==> config.mk <==
export PLATFORM = sky130hd
export DESIGN_NAME = bpm_rate_strobe_gen
export DESIGN_NICKNAME = d
export VERILOG_FILES = /design/src/rtl/bpm_rate_strobe_gen.sv
export SDC_FILE = /design/constraint.sdc
export NUM_CORES = 1
export LEC_CHECK = 0
export ABC_AREA = 1
export CELL_PAD_IN_SITES_DETAIL_PLACEMENT = 1
export CELL_PAD_IN_SITES_GLOBAL_PLACEMENT = 2
export CORE_ASPECT_RATIO = 0.9
export CORE_UTILIZATION = 35
export CTS_CLUSTER_DIAMETER = 200
export CTS_CLUSTER_SIZE = 14
export DETAILED_ROUTE_END_ITERATION = 16
export PLACE_DENSITY_LB_ADDON = 0.15
export SYNTH_ARGS = -nofsm -noshare
export SYNTH_HDL_FRONTEND = slang
export SYNTH_SLANG_ARGS = --single-unit
==> constraint.sdc <==
create_clock -name clk -period 9.1 [get_ports clk]
set_input_delay 0.91 -clock clk [delete_from_list [all_inputs] [get_ports clk]]
set_output_delay 0.91 -clock clk [all_outputs]
set_load 0.02 [all_outputs]
==> src/rtl/bpm_rate_strobe_gen.sv <==
// Run-time configurable turn / PT / FA / SA strobe generator for the ADC clock domain,
// with optional event-system alignment and phase-error capture.
module bpm_rate_strobe_gen #(
  parameter int SPT_WIDTH = 8,
  parameter int TPP_WIDTH = 6,
  parameter int FA_WIDTH  = 10,
  parameter int SA_WIDTH  = 12
) (
  input  logic                 clk,
  input  logic                 rst_n,
  input  logic                 enable,
  input  logic                 sampleValid,
  input  logic [SPT_WIDTH-1:0] samplesPerTurn,
  input  logic [TPP_WIDTH-1:0] turnsPerPt,
  input  logic [FA_WIDTH-1:0]  faDecimate,
  input  logic [SA_WIDTH-1:0]  saDecimate,
  input  logic [1:0]           syncMode,
  input  logic                 syncArm,
  input  logic                 syncIn,
  output logic                 turnStrobe,
  output logic                 ptStrobe,
  output logic                 faStrobe,
  output logic                 saStrobe,
  output logic [TPP_WIDTH-1:0] ptIndex,
  output logic                 aligned,
  output logic                 syncErr,
  output logic [SPT_WIDTH-1:0] phaseSample,
  output logic [TPP_WIDTH-1:0] phaseTurn
);

  localparam logic [SPT_WIDTH-1:0] SPT_ONE = SPT_WIDTH'(1);
  localparam logic [TPP_WIDTH-1:0] TPP_ONE = TPP_WIDTH'(1);
  localparam logic [FA_WIDTH-1:0]  FA_ONE  = FA_WIDTH'(1);
  localparam logic [SA_WIDTH-1:0]  SA_ONE  = SA_WIDTH'(1);

  typedef enum logic [1:0] {
    ST_IDLE  = 2'd0,
    ST_ARMED = 2'd1,
    ST_RUN   = 2'd2
  } state_t;

  state_t state_q, state_d, eff_state;

  logic [SPT_WIDTH-1:0] sample_cnt_q, sample_cnt_d, spt_q, spt_d, spt_in, spt_cfg;
  logic [TPP_WIDTH-1:0] turn_cnt_q, turn_cnt_d, tpp_q, tpp_d, tpp_in, tpp_cfg;
  logic [FA_WIDTH-1:0]  pt_cnt_q, pt_cnt_d, fad_q, fad_d, fad_in, fad_cfg;
  logic [SA_WIDTH-1:0]  fa_cnt_q, fa_cnt_d, sad_q, sad_d, sad_in, sad_cfg;
  logic [3:0]           strobe_q, strobe_d;
  logic                 aligned_q, aligned_d;
  logic                 sync_err_q, sync_err_d;
  logic [SPT_WIDTH-1:0] phase_sample_q, phase_sample_d;
  logic [TPP_WIDTH-1:0] phase_turn_q, phase_turn_d;

  logic sync_mode_on, in_phase, accept;
  logic turn_wrap, pt_wrap, fa_wrap, sa_wrap;

  // A programmed count of zero behaves as one.
  assign spt_in = (samplesPerTurn == '0) ? SPT_ONE : samplesPerTurn;
  assign tpp_in = (turnsPerPt == '0) ? TPP_ONE : turnsPerPt;
  assign fad_in = (faDecimate == '0) ? FA_ONE : faDecimate;
  assign sad_in = (saDecimate == '0) ? SA_ONE : saDecimate;

  assign sync_mode_on = (syncMode == 2'd1) || (syncMode == 2'd2);
  assign in_phase     = (sample_cnt_q == '0) && (turn_cnt_q == '0) &&
                        (pt_cnt_q == '0) && (fa_cnt_q == '0);

  always_comb begin
    state_d        = state_q;
    sample_cnt_d   = sample_cnt_q;
    turn_cnt_d     = turn_cnt_q;
    pt_cnt_d       = pt_cnt_q;
    fa_cnt_d       = fa_cnt_q;
    spt_d          = spt_q;
    tpp_d          = tpp_q;
    fad_d          = fad_q;
    sad_d          = sad_q;
    strobe_d       = '0;
    aligned_d      = aligned_q;
    sync_err_d     = 1'b0;
    phase_sample_d = phase_sample_q;
    phase_turn_d   = phase_turn_q;
    eff_state      = state_q;
    spt_cfg        = spt_q;
    tpp_cfg        = tpp_q;
    fad_cfg        = fad_q;
    sad_cfg        = sad_q;
    turn_wrap      = 1'b0;
    pt_wrap        = 1'b0;
    fa_wrap        = 1'b0;
    sa_wrap        = 1'b0;
    accept         = 1'b0;

    if (!enable) begin
      state_d        = ST_IDLE;
      sample_cnt_d   = '0;
      turn_cnt_d     = '0;
      pt_cnt_d       = '0;
      fa_cnt_d       = '0;
      aligned_d      = 1'b0;
      phase_sample_d = '0;
      phase_turn_d   = '0;
    end else begin
      // The enabling cycle already runs with the freshly loaded configuration.
      if (state_q == ST_IDLE) begin
        eff_state = sync_mode_on ? ST_ARMED : ST_RUN;
        spt_cfg   = spt_in;
        tpp_cfg   = tpp_in;
        fad_cfg   = fad_in;
        sad_cfg   = sad_in;
        spt_d     = spt_in;
        tpp_d     = tpp_in;
        fad_d     = fad_in;
        sad_d     = sad_in;
        aligned_d = 1'b0;
      end

      turn_wrap = sampleValid && (sample_cnt_q == spt_cfg - SPT_ONE);
      pt_wrap   = turn_wrap && (turn_cnt_q == tpp_cfg - TPP_ONE);
      fa_wrap   = pt_wrap && (pt_cnt_q == fad_cfg - FA_ONE);
      sa_wrap   = fa_wrap && (fa_cnt_q == sad_cfg - SA_ONE);

      accept = syncIn &&
               (((eff_state == ST_ARMED) && sync_mode_on) ||
                ((eff_state == ST_RUN) && (syncMode == 2'd2) && !in_phase));

      if (accept) begin
        // The coincident sample (if any) becomes sample 0 of the new frame.
        sample_cnt_d = (sampleValid && (spt_in != SPT_ONE)) ? SPT_ONE : '0;
        turn_cnt_d   = '0;
        pt_cnt_d     = '0;
        fa_cnt_d     = '0;
        spt_d        = spt_in;
        tpp_d        = tpp_in;
        fad_d        = fad_in;
        sad_d        = sad_in;
        strobe_d     = 4'b1111;
        aligned_d    = 1'b1;
        state_d      = ST_RUN;
        if (!in_phase) begin
          sync_err_d     = 1'b1;
          phase_sample_d = sample_cnt_q;
          phase_turn_d   = turn_cnt_q;
        end
      end else begin
        if (sampleValid) sample_cnt_d = turn_wrap ? '0 : sample_cnt_q + SPT_ONE;
        if (turn_wrap)   turn_cnt_d   = pt_wrap ? '0 : turn_cnt_q + TPP_ONE;
        if (pt_wrap)     pt_cnt_d     = fa_wrap ? '0 : pt_cnt_q + FA_ONE;
        if (fa_wrap)     fa_cnt_d     = sa_wrap ? '0 : fa_cnt_q + SA_ONE;
        if (sa_wrap) begin
          spt_d = spt_in;
          tpp_d = tpp_in;
          fad_d = fad_in;
          sad_d = sad_in;
        end
        strobe_d = {sa_wrap, fa_wrap, pt_wrap, turn_wrap};
        state_d  = eff_state;
        if ((eff_state == ST_ARMED) && !sync_mode_on) state_d = ST_RUN;
        if ((eff_state == ST_RUN) && (syncMode == 2'd1) && syncArm) begin
          state_d   = ST_ARMED;
          aligned_d = 1'b0;
        end
      end
    end
  end

  always_ff @(posedge clk or negedge rst_n) begin
    if (!rst_n) begin
      state_q        <= ST_IDLE;
      sample_cnt_q   <= '0;
      turn_cnt_q     <= '0;
      pt_cnt_q       <= '0;
      fa_cnt_q       <= '0;
      spt_q          <= SPT_ONE;
      tpp_q          <= TPP_ONE;
      fad_q          <= FA_ONE;
      sad_q          <= SA_ONE;
      strobe_q       <= '0;
      aligned_q      <= 1'b0;
      sync_err_q     <= 1'b0;
      phase_sample_q <= '0;
      phase_turn_q   <= '0;
    end else begin
      state_q        <= state_d;
      sample_cnt_q   <= sample_cnt_d;
      turn_cnt_q     <= turn_cnt_d;
      pt_cnt_q       <= pt_cnt_d;
      fa_cnt_q       <= fa_cnt_d;
      spt_q          <= spt_d;
      tpp_q          <= tpp_d;
      fad_q          <= fad_d;
      sad_q          <= sad_d;
      strobe_q       <= strobe_d;
      aligned_q      <= aligned_d;
      sync_err_q     <= sync_err_d;
      phase_sample_q <= phase_sample_d;
      phase_turn_q   <= phase_turn_d;
    end
  end

  assign turnStrobe  = strobe_q[0];
  assign ptStrobe    = strobe_q[1];
  assign faStrobe    = strobe_q[2];
  assign saStrobe    = strobe_q[3];
  assign ptIndex     = turn_cnt_q;
  assign aligned     = aligned_q;
  assign syncErr     = sync_err_q;
  assign phaseSample = phase_sample_q;
  assign phaseTurn   = phase_turn_q;

endmodule

==> results.json, run 1 <==
{
  "startpoint_type": "flop",
  "clock.fmax_ghz": 0.195,
  "detail_route.first_pass.iterations": 4,
  "cts_setup_buffers": 0,
  "crit_chain": "nor2_4 -> buf_4 -> nand3_1 -> nand2_1 -> ha_1 -> nand3_1 -> nor2_2 -> nand4_1 -> xor2_1 -> nand2_1 -> inv_2 -> nand3_1 -> nor2_4 -> nand2_2 -> nand2_2 -> nand2_1 -> nand3_1 -> nand2_1",
  "syn_area_per_cell_um2": 6.55,
  "grt_max_degree": 70,
  "antenna_found_initial": 0,
  "worst_r2r_path_depth": 18,
  "drv_cap": 0,
  "relSlewSlack": 0.353,
  "peakVddDrop_mv": 0.0962,
  "dp_hpwl_mm": 16.8,
  "ctsHoldBuffers": 0,
  "syn_nets": 1147,
  "numPortBuffers": 69,
  "rows": 49,
  "start_util": 0.357,
  "viasPerCell": 5.07,
  "tns_ns": 0,
  "setup_slack_ns": 3.96,
  "synthFlopType": "dfrtp_1",
  "track_usage": 0.239,
  "cts_resized": 0,
  "place_congestion": 0.803,
  "cp.required_ns": 9.35,
  "p_leak_uw": 0.00404,
  "synth_area_um2": 7130,
  "die_h_um": 137,
  "min_path_type": "reg -> reg",
  "rsz0062_at_grt": "false",
  "status": "completed",
  "num_vias": 7047,
  "synth_area_leaders": "dfrtp_1 32%, nand2_1 19%, nand3_1 11%",
  "critical_path_arrival_ns": 5.38,
  "syn_inst": 1089,
  "coreArea_um2": 20000,
  "critPathMaxFanout": 69,
  "fin_crit_ns": 5.14,
  "placed_area_um2": 7920,
  "finalWirelength_mm": 23.6,
  "dieWidth_um": 152,
  "insertion_delay_ns": 0.36,
  "cts-root-buf": "clkbuf_16",
  "cts_buffers": 9,
  "drcViolationCount": 0,
  "cp-end-kind": "flop",
  "synth.distinct_cells": 39,
  "cts_tree": "built",
  "pre_cts_ws_ns": 3.63,
  "nets": 1189,
  "area_growth_pct": 15.3,
  "grt_pass1_vias": 7142,
  "clk_pin_slew_ns": 0.08,
  "slowest_delay_ns": 0.90,
  "synth_edf_count": 0,
  "clk_path_buf_depth": 2,
  "holdPathStages": 2,
  "drive_gt1_frac": 0.0643,
  "netlist_top_cells_count": "354 x nand2_1, 153 x nand3_1, 132 x inv_1",
  "hold_violations": 0,
  "ys_ff_latch": 94,
  "skew_ns": 0.0102,
  "period_share": 0.564,
  "fin_area_um2": 8220,
  "wl_per_cell_um": 17.0,
  "drt_iter0_markers": 284,
  "htreeDepth": 3,
  "p_per_area_nw_per_um2": 169,
  "synth_top_area_cell": "dfrtp_1",
  "cts_sinks": 94,
  "worst_pin_slew_ns": 0.968,
  "yosysSeqAreaShare": 0.331,
  "grt_overflow": 0,
  "netlist.area_leader.share": 0.316,
  "ioPinCount": 70,
  "slew_viol_final": 0,
  "die_area_um2": 20900,
  "yosysMostFrequentCell": "nand2_1",
  "critPathKind": "reg -> reg",
  "setup_viol": 0,
  "drtAntennaViolNets": 0,
  "grt_first_pass_wirelength_mm": 39.1,
  "diodes": 0,
  "async_flop_share": 1.00,
  "cp_slowest_cell": "nand2_2",
  "yosys_warnings": 0
}
[metrics by stage]
stage | hold WS [ns] | total power, uW | utilization | std cells
2_1_floorplan | 0.445 | 846 | - | 1089
3_3_place_gp | 0.456 | 983 | 0.396 | 1375
3_5_place_dp | 0.465 | 990 | 0.396 | 1375
4_1_cts | 0.475 | 1410 | 0.411 | 1391
5_1_grt | 0.483 | 1480 | 0.411 | 1391
6_report | 0.476 | 1390 | 0.411 | 1391
[cell families after synthesis]
group,after synthesis,share of synthesized area
compound gates,89,0.0700
flops,94,0.331
buf+inv,181,0.111
fa+ha+maj,14,0.0246
xor+xnor,33,0.0444
simple gates,678,0.420
[cell usage in the layout (no fill, tap or decap), drive strengths merged, types with 2 or more instances in the layout]
| master | instances |
|---|---|
| nand3 | 163 |
| clkbuf | 10 |
| and3 | 4 |
| clkdlybuf4s50 | 67 |
| inv | 138 |
| nor4 | 7 |
| xnor2 | 4 |
| dfrtp | 90 |
| a21oi | 23 |
| ha | 14 |
| nand2 | 361 |
| o21ai | 59 |
| nand4 | 25 |
| dfstp | 4 |
| or2 | 7 |
| clkinv | 4 |
| xor2 | 27 |
| nor2 | 91 |
| buf | 7 |
| o211ai | 4 |
| nor3 | 18 |
| xnor3 | 2 |
[cell type report]
| type | instances | area (um^2) |
|---|---|---|
| Tap cell | 255 | 319 |
| Clock inverter | 6 | 68.8 |
| Timing Repair Buffer | 74 | 721 |
| Multi-Input combinational cell | 814 | 4000 |
| Sequential cell | 94 | 2360 |
| Clock buffer | 10 | 229 |
| Fill cell | 2620 | 11800 |
| Inverter | 138 | 518 |
[worst max-delay path: cells and delay by family, from the launching register on]
| kind | cells | cell delay [ns] |
|---|---|---|
| adder cells (fa/ha/maj) | 1 | 0.26 |
| buffers and inverters | 2 | 0.68 |
| AND/OR/NAND/NOR | 14 | 3.36 |
| XOR/XNOR | 1 | 0.19 |
| flip-flops | 1 | 0.43 |
[flip-flops by register name, summed over array words and instances (netlist names), 8 cells and up]
signal        count
fa_cnt_q         12
sad_q            12
fad_q            10
pt_cnt_q         10
phaseSample       8
sample_cnt_q      8
spt_q             8
[layer usage]
| layer | GRT usage | vias up | wire, um |
|---|---|---|---|
| met5 | 0 | - | 0 |
| li1 | - | 3555 | - |
| met2 | 0.405 | 93 | 10900 |
| met4 | 0.0466 | 0 | 206 |
| met3 | 0.0321 | 11 | 689 |
| met1 | 0.328 | 3388 | 11900 |
[where the power goes]
part           total (uW)  internal (uW)  switching, uW
combinational         488            166            322
sequential            491            460           30.2
clock                 407            216            191
total                1390            843            543
[path summary, 6_finish.rpt]
path | start | end | slack (ns)
worst max register to register | state_q[1] | sad_q[1] | 3.96
max in group asynchronous | rst_n | pt_cnt_q[7] | 7.36
worst max-delay path | state_q[1] | sad_q[1] | 3.96
worst min register to register | sad_q[0] | sad_q[0] | 0.48
worst min-delay path | sad_q[0] | sad_q[0] | 0.48
min in group asynchronous | rst_n | fad_q[4] | 0.57
Power figures use the tool's default switching activity.
==> run 2, diff against run 1 <==
Settings changed: CORE_UTILIZATION 35 to 32.
Clock period 9.1 ns to 5.18 ns, I/O delays scaled along.
==> run 2 against run 1 <==
  * Critical path type unchanged
  * Sequential share of layout area decreased by 0.36 points
  * Count of clock-buffer cells in the layout shrank 1
  * Clock power grew 71%
  * Largest power group is now combinational logic
  * Non-clock buffer count up 10
  * Global-route usage shrank 1.7 points
  * Power rose by 75%
  * Fmax increased by 24%
  * Largest cell class unchanged
  * Combinational power is 78% higher
  * Highest routed layer unchanged
==> results.json, run 2 (same netlist as run 1, synthesis figures left out) <==
{
  "status": "completed",
  "ioPinCount": 70,
  "hold_violations": 0,
  "filler_cell_count": 2826,
  "die_h_um": 144,
  "internal_power_uw": 1450,
  "cts_sinks": 94,
  "p_seq_frac": 0.355,
  "worst_r2r_path_depth": 21,
  "fin_area_um2": 8320,
  "coreArea_um2": 21800,
  "drv_cap": 0,
  "diodes": 0,
  "num_vias": 7114,
  "critPathMaxFanout": 27,
  "critPathKind": "reg -> reg",
  "track_usage": 0.222,
  "placed_area_um2": 8030,
  "top_regs": "fa_cnt_q: 12 flops, sad_q: 12 flops",
  "period_share": 0.802,
  "grt_first_pass_wirelength_mm": 39.5,
  "final_cell_mix": "353 x nand2_1, 153 x nand3_1, 132 x inv_1, 90 x dfrtp_1, 84 x nor2_1",
  "die_area_um2": 22900,
  "ctsHoldBuffers": 0,
  "final_common_cell": "nand2_1",
  "dieWidth_um": 159,
  "antenna_found_initial": 0,
  "cts_resized": 0,
  "peakVddDrop_mv": 0.131,
  "numPortBuffers": 69,
  "place_congestion": 0.808,
  "detail_route.first_pass.iterations": 4,
  "p_per_area_nw_per_um2": 292,
  "wl_per_cell_um": 16.9,
  "final_util": 0.382,
  "clk_path_buf_depth": 2,
  "clk_pin_slew_ns": 0.08,
  "drive_gt1_frac": 0.0733,
  "viasPerCell": 4.95,
  "drt_iter0_markers": 275,
  "area_growth_pct": 16.7,
  "drtAntennaViolNets": 0,
  "tns_ns": 0,
  "comb_power_share": 0.358,
  "skew_ns": 0.0125,
  "clock.fmax_ghz": 0.241,
  "holdWs_ns": 0.212,
  "grt_max_degree": 56,
  "worst_pin_slew_ns": 0.789,
  "grt_overflow": 0,
  "htreeDepth": 3,
  "finalWirelength_mm": 24.2,
  "cts-root-buf": "clkbuf_16",
  "rows": 51,
  "slew_viol_final": 0,
  "cp-end-kind": "flop",
  "drcViolationCount": 0,
  "start_util": 0.328,
  "startpoint_type": "flop",
  "p_sw_frac": 0.402,
  "dp_hpwl_mm": 18.1,
  "p_sw_uw": 976,
  "cp.required_ns": 5.45,
  "cts_buffers": 9,
  "insertion_delay_ns": 0.37,
  "cts_tree": "built",
  "nets": 1199,
  "pwr-share-clk": 0.287,
  "relSlewSlack": 0.474,
  "setup_viol": 0,
  "rsz0062_at_grt": "false",
  "fin_crit_ns": 4.15,
  "min_path_type": "in -> async",
  "cts_setup_buffers": 0,
  "p_total_uw": 2430,
  "p_leak_uw": 0.00408,
  "critical_path_arrival_ns": 4.42,
  "grt_pass1_vias": 7308
}
-- run 2: worst paths after layout --
kind	to	slack (ns)	startpoint
max	fa_cnt_q[8]	1.03	state_q[1]
min	fad_q[6]	0.21	rst_n
max reg2reg	fa_cnt_q[8]	1.03	state_q[1]
min reg2reg	spt_q[0]	0.47	spt_q[0]
max in group asynchronous	spt_q[4]	3.91	rst_n
min in group clk	spt_q[0]	0.47	spt_q[0]
-- run 2: metal layers --
metal	vias to the layer above	global-route usage	share of wire
met5	-	0	0
met4	0	0.0496	0.012
met3	19	0.0381	0.030
met2	101	0.356	0.44
met1	3419	0.312	0.52
li1	3575	-	-
-- run 2: area by class of cell --
cell class | instances | area (um^2) | share of cell area
clock buffer | 9 | 225 | 0.0271
inverter | 138 | 518 | 0.0623
clock inverter | 7 | 67.6 | 0.00812
multi-input combinational | 814 | 3990 | 0.480
timing repair buffer | 84 | 796 | 0.0956
tap | 291 | 364 | 0.0438
sequential | 94 | 2360 | 0.283
-- run 2: power groups by stage --
stage / logic (uW) / clock network (uW) / registers [uW]
after detailed placement: 878 / 0 / 875
after global routing: 989 / 745 / 872
final: 868 / 697 / 861
after CTS: 882 / 721 / 861
after floorplan: 614 / 0 / 872
after global placement: 870 / 0 / 873
-- run 2: worst max-delay path: stages (launching register included) --
cell	delay, ns
dfrtp_1	0.44
nor2_4	0.34
buf_4	0.31
buf_4	0.34
nand2_1	0.11
o21ai_2	0.12
ha_1	0.22
nand3_1	0.10
nor2_2	0.21
nand2_1	0.11
nand2_1	0.07
nand3_1	0.09
nand2_1	0.08
inv_1	0.03
nand2_1	0.05
nor2_1	0.04
nand3_1	0.10
nor2_4	0.08
nand2_2	0.10
buf_4	0.28
nand4_1	0.46
o21ai_0	0.37
-- run 2: through the flow --
step	std cells	setup slack, ns
after CTS	1437	0.940
final	1437	1.03
after detailed placement	1421	0.852
after global routing	1437	0.505
after global placement	1421	0.973
after floorplan	1089	2.26
